**src/rtl/battleship_pkg.sv**
```systemverilog
// Shared types and encodings for the battleship game-flow controller.
package battleship_pkg;

    // Phase codes, driven straight onto the phase output.
    typedef enum logic [2:0] {
        StIdle    = 3'd0,
        StPlace   = 3'd1,
        StShot    = 3'd2,
        StIssue   = 3'd3,
        StWaitRsp = 3'd4,
        StShow    = 3'd5,
        StDone    = 3'd6
    } phase_e;

    localparam logic OP_PLACE = 1'b0;
    localparam logic OP_FIRE  = 1'b1;

    localparam logic [1:0] RSP_OK      = 2'b00;
    localparam logic [1:0] RSP_HIT     = 2'b01;
    localparam logic [1:0] RSP_ILLEGAL = 2'b10;

    localparam logic PLAYER_A = 1'b0;
    localparam logic PLAYER_B = 1'b1;

    // Score increment that sticks at the 3-bit maximum.
    function automatic logic [2:0] sat_inc3(input logic [2:0] v);
        return (v == 3'd7) ? v : v + 3'd1;
    endfunction

endpackage

```
**src/rtl/hold_timer.sv**
```systemverilog
// Loadable down-counter; done is high once the count has reached zero.
module hold_timer #(
    parameter int unsigned Width = 8
) (
    input  logic             clk,
    input  logic             rst,
    input  logic             load,
    input  logic [Width-1:0] load_val,
    output logic             done
);

    logic [Width-1:0] cnt_q, cnt_d;

    // Load has priority; otherwise count down and rest at zero.
    always_comb begin
        cnt_d = cnt_q;
        if (load) begin
            cnt_d = load_val;
        end else if (cnt_q != '0) begin
            cnt_d = cnt_q - 1'b1;
        end
    end

    // Count register.
    always_ff @(posedge clk or negedge rst) begin
        if (!rst) begin
            cnt_q <= '0;
        end else begin
            cnt_q <= cnt_d;
        end
    end

    assign done = (cnt_q == '0);

endmodule

```
**src/rtl/turn_scheduler.sv**
```systemverilog
// Battleship turn scheduler: placement/shot turn order, command issue to the
// board over valid/ready, score keeping and winner detection.
// Optional feature: define SHOT_TIMEOUT_EN to pass an idle shot turn after
// TIMEOUT_CYC cycles.
module turn_scheduler
    import battleship_pkg::*;
#(
    parameter int unsigned SHIPS       = 4,
    parameter int unsigned WIN_SCORE   = 4,
    parameter int unsigned SHOW_CYC    = 50,
    parameter int unsigned TIMEOUT_CYC = 500
) (
    input  logic       clk,
    input  logic       rst,
    input  logic       start,
    input  logic       pA_req,
    input  logic       pB_req,
    input  logic [3:0] coord,
    output logic       cmd_valid,
    input  logic       cmd_ready,
    output logic       cmd_op,
    output logic       cmd_player,
    output logic [3:0] cmd_coord,
    input  logic       rsp_valid,
    input  logic [1:0] rsp_code,
    output logic [2:0] phase,
    output logic       turn,
    output logic       last_hit,
    output logic [2:0] scoreA,
    output logic [2:0] scoreB,
    output logic       winner_valid,
    output logic       winner
);

    localparam int unsigned ShowW = $clog2(SHOW_CYC + 1);

    phase_e     state_q, state_d;
    logic       mode_q, mode_d;  // 0 = placement, 1 = shooting
    logic       turn_q, turn_d;
    logic [2:0] place_cnt_q, place_cnt_d;
    logic       op_q, op_d;
    logic       player_q, player_d;
    logic [3:0] coord_q, coord_d;
    logic       last_hit_q, last_hit_d;
    logic [2:0] score_a_q, score_a_d;
    logic [2:0] score_b_q, score_b_d;
    logic       win_valid_q, win_valid_d;
    logic       win_q, win_d;

    logic       req_accept;
    logic       restart;
    logic       show_load;
    logic       show_done;
    logic       timeout_fire;
    logic [2:0] place_next;
    logic [2:0] shooter_next;

    assign req_accept   = ((state_q == StPlace) || (state_q == StShot)) &&
                          (turn_q ? pB_req : pA_req);
    assign place_next   = place_cnt_q + 3'd1;
    assign shooter_next = sat_inc3(turn_q ? score_b_q : score_a_q);

    hold_timer #(
        .Width(ShowW)
    ) u_show_timer (
        .clk     (clk),
        .rst     (rst),
        .load    (show_load),
        .load_val(ShowW'(SHOW_CYC - 1)),
        .done    (show_done)
    );

`ifdef SHOT_TIMEOUT_EN
    localparam int unsigned ToW = $clog2(TIMEOUT_CYC + 1);

    logic to_load;
    logic to_done;

    // Reload on every SHOT entry, including the re-entry after a timeout pass.
    assign to_load      = (state_d == StShot) && ((state_q != StShot) || timeout_fire);
    assign timeout_fire = (state_q == StShot) && to_done && !req_accept;

    hold_timer #(
        .Width(ToW)
    ) u_timeout_timer (
        .clk     (clk),
        .rst     (rst),
        .load    (to_load),
        .load_val(ToW'(TIMEOUT_CYC - 1)),
        .done    (to_done)
    );
`else
    // Without the timeout feature SHOT waits indefinitely; TIMEOUT_CYC has no effect.
    assign timeout_fire = (TIMEOUT_CYC == 0) && 1'b0;
`endif

    // Next-state and datapath update for the game-flow FSM.
    always_comb begin
        state_d     = state_q;
        mode_d      = mode_q;
        turn_d      = turn_q;
        place_cnt_d = place_cnt_q;
        op_d        = op_q;
        player_d    = player_q;
        coord_d     = coord_q;
        last_hit_d  = last_hit_q;
        score_a_d   = score_a_q;
        score_b_d   = score_b_q;
        win_valid_d = win_valid_q;
        win_d       = win_q;
        restart     = 1'b0;
        show_load   = 1'b0;

        unique case (state_q)
            StIdle, StDone: begin
                restart = start;
            end
            StPlace, StShot: begin
                if (req_accept) begin
                    coord_d  = coord;
                    op_d     = mode_q ? OP_FIRE : OP_PLACE;
                    player_d = turn_q;
                    state_d  = StIssue;
                end else if (timeout_fire) begin
                    turn_d = ~turn_q;
                end
            end
            StIssue: begin
                if (cmd_ready) begin
                    state_d = StWaitRsp;
                end
            end
            StWaitRsp: begin
                if (rsp_valid) begin
                    if (!mode_q) begin
                        state_d = StPlace;
                        if (rsp_code == RSP_OK) begin
                            if (place_next == 3'(SHIPS)) begin
                                place_cnt_d = 3'd0;
                                if (turn_q == PLAYER_A) begin
                                    turn_d = PLAYER_B;
                                end else begin
                                    mode_d  = 1'b1;
                                    turn_d  = PLAYER_A;
                                    state_d = StShot;
                                end
                            end else begin
                                place_cnt_d = place_next;
                            end
                        end
                    end else begin
                        case (rsp_code)
                            RSP_OK: begin
                                last_hit_d = 1'b0;
                                state_d    = StShow;
                                show_load  = 1'b1;
                            end
                            RSP_HIT: begin
                                last_hit_d = 1'b1;
                                if (turn_q) begin
                                    score_b_d = shooter_next;
                                end else begin
                                    score_a_d = shooter_next;
                                end
                                if (shooter_next == 3'(WIN_SCORE)) begin
                                    win_valid_d = 1'b1;
                                    win_d       = turn_q;
                                    state_d     = StDone;
                                end else begin
                                    state_d   = StShow;
                                    show_load = 1'b1;
                                end
                            end
                            default: begin
                                state_d = StShot;
                            end
                        endcase
                    end
                end
            end
            StShow: begin
                if (show_done) begin
                    state_d = StShot;
                    turn_d  = ~turn_q;
                end
            end
            default: begin
                state_d = StIdle;
            end
        endcase

        if (restart) begin
            state_d     = StPlace;
            mode_d      = 1'b0;
            turn_d      = PLAYER_A;
            place_cnt_d = 3'd0;
            last_hit_d  = 1'b0;
            score_a_d   = 3'd0;
            score_b_d   = 3'd0;
            win_valid_d = 1'b0;
            win_d       = 1'b0;
        end
    end

    // State and datapath registers.
    always_ff @(posedge clk or negedge rst) begin
        if (!rst) begin
            state_q     <= StIdle;
            mode_q      <= 1'b0;
            turn_q      <= 1'b0;
            place_cnt_q <= 3'd0;
            op_q        <= 1'b0;
            player_q    <= 1'b0;
            coord_q     <= 4'd0;
            last_hit_q  <= 1'b0;
            score_a_q   <= 3'd0;
            score_b_q   <= 3'd0;
            win_valid_q <= 1'b0;
            win_q       <= 1'b0;
        end else begin
            state_q     <= state_d;
            mode_q      <= mode_d;
            turn_q      <= turn_d;
            place_cnt_q <= place_cnt_d;
            op_q        <= op_d;
            player_q    <= player_d;
            coord_q     <= coord_d;
            last_hit_q  <= last_hit_d;
            score_a_q   <= score_a_d;
            score_b_q   <= score_b_d;
            win_valid_q <= win_valid_d;
            win_q       <= win_d;
        end
    end

    // cmd_valid comes from state so an asynchronous reset drops it at once.
    assign cmd_valid    = (state_q == StIssue);
    assign cmd_op       = op_q;
    assign cmd_player   = player_q;
    assign cmd_coord    = coord_q;
    assign phase        = state_q;
    assign turn         = turn_q;
    assign last_hit     = last_hit_q;
    assign scoreA       = score_a_q;
    assign scoreB       = score_b_q;
    assign winner_valid = win_valid_q;
    assign winner       = win_q;

endmodule

```
**config.mk**
```make
export PLATFORM = sky130hd
export DESIGN_NAME = turn_scheduler
export DESIGN_NICKNAME = d
export VERILOG_FILES = /design/src/rtl/battleship_pkg.sv /design/src/rtl/hold_timer.sv /design/src/rtl/turn_scheduler.sv
export SDC_FILE = /design/constraint.sdc
export NUM_CORES = 1
export LEC_CHECK = 0
export CORE_MARGIN = 1
export CORE_UTILIZATION = 58
export CTS_BUF_LIST = sky130_fd_sc_hd__clkbuf_4 sky130_fd_sc_hd__clkbuf_8
export DETAILED_ROUTE_END_ITERATION = 7
export GPL_ROUTABILITY_DRIVEN = 1
export PLACE_DENSITY = 0.95
export SYNTH_ARGS = -nofsm -noshare
export SYNTH_HDL_FRONTEND = slang
export SYNTH_SLANG_ARGS = --single-unit
```
**constraint.sdc**
```tcl
create_clock -name clk -period 5.2 [get_ports clk]
set_clock_uncertainty 0.1 [all_clocks]
set_input_delay 0.52 -clock clk [delete_from_list [all_inputs] [get_ports clk]]
set_output_delay 0.52 -clock clk [all_outputs]
set_load 0.01 [all_outputs]
```
# After elaboration in Yosys (flattened, before gate mapping)
# Cells that the tools add are included.
[word_totals]
ff_bits = 29
[op_classes]
n_bitwise = 1
add_sub_neg = 3
reduce_logical = 27
muxes = 74
n_eq_ne = 20
[op_table]
columns = ["operator", "count"]
rows = [
  ["two-way mux 3 bit", 26],
  ["two-way mux 1 bit", 37],
  ["AND reduction 5 bit", 4],
  ["equality test 3 bit (second input constant)", 6],
  ["!= test 3 bit (second input constant)", 6],
  ["nonzero test 2 bit", 8],
  ["one-hot mux 3 bit (5 select lines)", 1],
  ["two-way mux 6 bit", 2],
  ["two-way mux 2 bit", 4],
  ["AND reduction 4 bit", 2],
  ["adder 3 x 1 -> 3 bit (second input constant)", 2],
  ["equality test 3 x 2 -> 1 bit (second input constant)", 2],
  ["logical NOT 6 bit", 1],
  ["one-hot mux 1 bit (2 select lines)", 3],
  ["one-hot mux 3 bit (2 select lines)", 1],
  ["AND reduction 6 bit", 1],
  ["nonzero test 3 bit", 2],
  ["nonzero test 6 bit", 1],
  ["subtractor 6 x 1 -> 6 bit (second input constant)", 1],
  ["!= test 2 x 1 -> 1 bit (second input constant)", 2],
  ["AND reduction 2 bit", 2],
  ["OR reduction 2 bit", 2],
  ["equality test 3 x 1 -> 1 bit (second input constant)", 1],
  ["logical NOT 3 bit", 1],
  ["7 further kinds", 7],
]

# Depth between registers and ports, before layout
[depth]
depth_word = 10
mapped_depth = 8
depth_no_buf = 7

# Hierarchy
# From an unflattened synthesis, not the netlist that was laid out.
[unflattened]
cells_unflattened = 188
hier_area_um2 = 1798.0
[by_module_without_submodules]
columns = ["mod", "n_inst", "area_per_inst_um2", "cells_per_inst", "seq_area_each_um2"]
rows = [
  ["turn_scheduler", 1, 1397.6, 148, 575.6],
  ["hold_timer", 1, 400.4, 40, 150.1],
]

# Worst setup path before layout
# Ideal clock, no wire load.
[synth_timing]
path_type = "reg2reg"
startpoint = "register turn_q (netlist: turn)"
endpoint = "register state_q[0] (netlist: phase[0])"
synth_period_minus_slack_ns = 2.240
t_required_ns = 5.018
setup_slack_ns = 2.960
setup_time_ns = 0.082
arrival_time_ns = 2.058
path_stages_with_launch = 9
path_buffers = 1
cell_sequence = "dfrtp_1 -> buf_6 -> mux2_2 -> ha_1 -> inv_1 -> a221oi_2 -> a22oi_2 -> a2111o_1 -> a31oi_1"
[synth_between]
elab_chain_cells = 10
[synth_rtl]
columns = ["item", "line_no", "text"]
rows = [
  ["start, declared", "turn_scheduler.sv:39", "logic turn_q, turn_d;"],
  ["start signal, assigned", "turn_scheduler.sv:223", "turn_q <= turn_d;"],
  ["two-way mux 3 bit", "turn_scheduler.sv:61", "assign shooter_next = sat_inc3(turn_q ? score_b_q : score_a_q);"],
  ["adder 3 x 1 -> 3 bit or equality test 3 bit (tied branches)", "battleship_pkg.sv:27", "return (v == 3'd7) ? v : v + 3'd1;"],
  ["two-way mux 3 bit", "battleship_pkg.sv:27", ""],
  ["equality test 3 bit", "turn_scheduler.sv:165", "if (shooter_next == 3'(WIN_SCORE)) begin"],
  ["two-way mux 2 bit", "turn_scheduler.sv:165", ""],
  ["one-hot mux 3 bit (2 select lines)", "turn_scheduler.sv:152", "case (rsp_code)"],
  ["two-way mux 3 bit", "turn_scheduler.sv:135", "if (!mode_q) begin"],
  ["two-way mux 3 bit", "turn_scheduler.sv:134", "if (rsp_valid) begin"],
  ["one-hot mux 3 bit (5 select lines)", "turn_scheduler.sv:114", "unique case (state_q)"],
  ["two-way mux 3 bit", "turn_scheduler.sv:192", "if (restart) begin"],
  ["end signal, assigned", "turn_scheduler.sv:208", "state_q <= StIdle;"],
  ["end signal, assigned", "turn_scheduler.sv:221", "state_q <= state_d;"],
  ["end, declared", "turn_scheduler.sv:37", "phase_e state_q, state_d;"],
]
# Several ways; a longest one is shown, not always the timed one. The select of a mux whose other input is x is not followed.
# A chain may end at the register's enable or synchronous reset.

# Final worst setup path
[layout_timing]
startpoint = "register turn_q (netlist: turn)"
endpoint = "register u_show_timer.cnt_q[1]"
[layout_between]
elab_chain_cells = 10
[layout_rtl]
columns = ["item", "line_no", "text"]
rows = [
  ["two-way mux 3 bit (*)", "turn_scheduler.sv:61", ""],
  ["adder 3 x 1 -> 3 bit or equality test 3 bit (tied branches)", "battleship_pkg.sv:27", ""],
  ["two-way mux 3 bit (*)", "battleship_pkg.sv:27", ""],
  ["equality test 3 bit (*)", "turn_scheduler.sv:165", ""],
  ["two-way mux 1 bit (*)", "turn_scheduler.sv:165", ""],
  ["one-hot mux 1 bit (2 select lines) (*)", "turn_scheduler.sv:152", ""],
  ["two-way mux 1 bit (*)", "turn_scheduler.sv:135", ""],
  ["two-way mux 1 bit (*)", "turn_scheduler.sv:134", ""],
  ["two-way mux 1 bit (*)", "turn_scheduler.sv:114", ""],
  ["two-way mux 6 bit or nonzero test 2 bit (tied branches)", "n/a", ""],
  ["end signal, assigned", "hold_timer.sv:29", "cnt_q <= cnt_d;"],
  ["end, declared", "hold_timer.sv:12", "logic [Width-1:0] cnt_q, cnt_d;"],
]
# Every way passes the cells marked *; elsewhere a longest branch is shown, timed or not.

==> flow_summary.toml <==
[outcome]
status = "completed"

[finish]
diodes = 0
fin_util_pct = 76.6
area_growth_pct = 24.1
drive_gt1_share_pct = 10.1
finalNetCount = 234
stdcell_count = 249

[setup_path]
path_cells = "mux2_2, ha_1, inv_1, or3_1, a22oi_2, a21oi_1, a211oi_1"
worstSetupStartpointType = "register"
slowest_stage = "dfrtp_1"
path_class = "reg -> reg"
worst_setup_path_end_kind = "register"
worst_path_largest_cell_delay_ns = 0.80
worstPathMaxFanout = 20
arrival_ns = 2.93
cp_data_required_time_ns = 5.34

[timing]
slew_viol_final = 0
tightest_slew_ns = 0.871
rsz0062_at_grt = "false"
timing_hold_violations_final = 0
finalCritPeriodShare_pct = 53.6
finalWorstSetupSlack_ns = 2.41
relSlewSlack_pct = 41.5
period_needed_ns = 2.79
setup_viol_count_final = 0
fmax_mhz = 359
setup_tns_ns = 0

[placed_design]
place_hpwl_mm = 3.04
gp_congestion = 0.888
port_buffers = 32
place_inst = 241
pre_cts_ws_ns = 2.45

[power]
p_leak_nw = 0.928
vdd_ir_drop_max_uv = 414
powerDensity_nw_per_um2 = 398

[grt]
antenna_found_initial = 0
grt_pass1_vias = 1528
grtUsageTotal_pct = 28.6
grt_overflow = 0
grt_max_degree = 30
grt_pass1_wl_mm = 6.89

[yosys]
synth-edff-count = 0
synthCells = 185
synthTopCellsByCount = "dfrtp_1, nor2_1, a21oi_1"
synth_area_um2 = 1720
synth_nets = 202
avgSynthCellArea_um2 = 9.27
synth_area_leaders = "dfrtp_1, nor2_1, mux2_2, a21oi_1, mux2i_1"
synth_most_common_cell = "dfrtp_1"
synth_ff_type = "dfrtp_1"
yosysTopAreaCell = "dfrtp_1"
synth_top_area_share_pct = 42.3
ys_async_sr_fraction_pct = 100
ys_seq_area_share_pct = 42.3
synth_cell_type_count = 45
yosys_warnings = 0
ys_seq_elements = 29

[routing]
antenna_left = 0
routed_wl_mm = 4.16
num_vias = 1583
wire_per_inst_um = 16.7
drtPass1Iterations = 4
drc = 0
drt_iter0_drc = 88
via_per_inst = 6.36

[die]
fp.dieH_um = 56.4
rows = 19
die_w_um = 56.4
io_pins = 33
initial_core_util_pct = 61.7
die_area_um2 = 3180
core-area_um2 = 2780

[clock_network]
clkSinkCount = 29
cts_htree_levels = 2
cts_made_buffers = 5
cts_hold_buf = 0
cts_tree = "yes"
post-cts-setup-buffer-count = 0
cts_resized = 0
clk_pin_slew_ns = 0.10
cts_root_buf = "clkbuf_4"
insertion_delay_ns = 0.33
cts_buffer_depth = 2

[hold_path]
min_path_type = "reg -> reg"

[flow_run]
cap_violations = 0
[kinds of logic (layout without fill, tap and decap cells)]
kind of cell             count (synthesis)  count (layout)  share of synthesized area (%)
AO/OA/AOI/OAI                           50              50                           20.0
XOR/XNOR                                 3               3                           1.53
adder cells (fa/ha/maj)                  4               4                           2.92
buffers and inverters                   16              49                           4.16
flip-flops                              29              29                           42.3
multiplexers                            15              15                           9.63
AND/OR/NAND/NOR                         68              68                           19.5
[power by group]
part / internal [mW] / switching (mW)
Clock: 0.120 / 0.0793
Combinational: 0.164 / 0.145
Sequential: 0.260 / 0.0802
Total: 0.544 / 0.304
[layer usage]
layer  GRT usage (%)  vias up  routed length (µm)
met5               0        -                   0
met4            14.3        0                 123
met3            6.22       14                 285
met2            48.5       81                2130
met1            34.2      755                1620
li1                -      733                   -
[through the flow]
step | power [mW] | cell area, µm² | hold WS, ns
global route | 0.894 | 2130 | 0.448
CTS | 0.848 | 2130 | 0.424
finish | 0.848 | 2130 | 0.423
floorplan | 0.529 | 1720 | 0.124
detailed placement | 0.645 | 2040 | 0.396
global placement | 0.629 | 2040 | 0.391
[critical path: cells and delay by family (launching register included)]
kind                       cells  cell delay [ns]
DFF                            1             0.80
AOI/OAI and AO/OA              3             0.72
and+or+nand+nor                1             0.42
muxes                          1             0.30
adders and majority gates      1             0.24
buffers and inverters          1             0.10
[sequential cells by signal, indices dropped and copies added, names as in the netlist]
name / count
scoreB: 3
turn: 1
mode_q: 1
last_hit: 1
cmd_coord: 4
cmd_op: 1
place_cnt_q: 3
cmd_player: 1
scoreA: 3
winner_valid: 1
phase: 3
u_show_timer.cnt_q: 6
winner: 1
[worst paths after layout]
check / start / end / slack (ns) / depth (start not counted)
min: cmd_coord[0] / cmd_coord[0] / 0.42 / 1
max in group asynchronous: rst / cmd_coord[3] / 4.26 / 2
max reg2reg: turn / u_show_timer.cnt_q[1] / 2.41 / 7
min reg2reg: cmd_coord[0] / cmd_coord[0] / 0.42 / 1
min in group asynchronous: rst / scoreB[2] / 0.48 / 2
max: turn / u_show_timer.cnt_q[1] / 2.41 / 7
[layout by cell type (no fill, tap or decap), drive strengths merged, types with 7 or more instances in the layout]
| cell | count |
|---|---|
| inv | 8 |
| o21ai | 8 |
| clkdlybuf4s50 | 32 |
| nor2 | 26 |
| a21oi | 14 |
| clkbuf | 7 |
| mux2 | 9 |
| nand2 | 12 |
| dfrtp | 29 |
[final cells by class]
cell class                      instances  area (µm²)
Clock buffer                            7        58.8
Clock inverter                          1        30.0
Fill cell                             190         652
Inverter                                8        30.0
Multi-Input combinational cell        140         918
Sequential cell                        29         726
Tap cell                               31        38.8
Timing Repair Buffer                   33         328
Note: power is estimated with default switching activity, not from simulation.
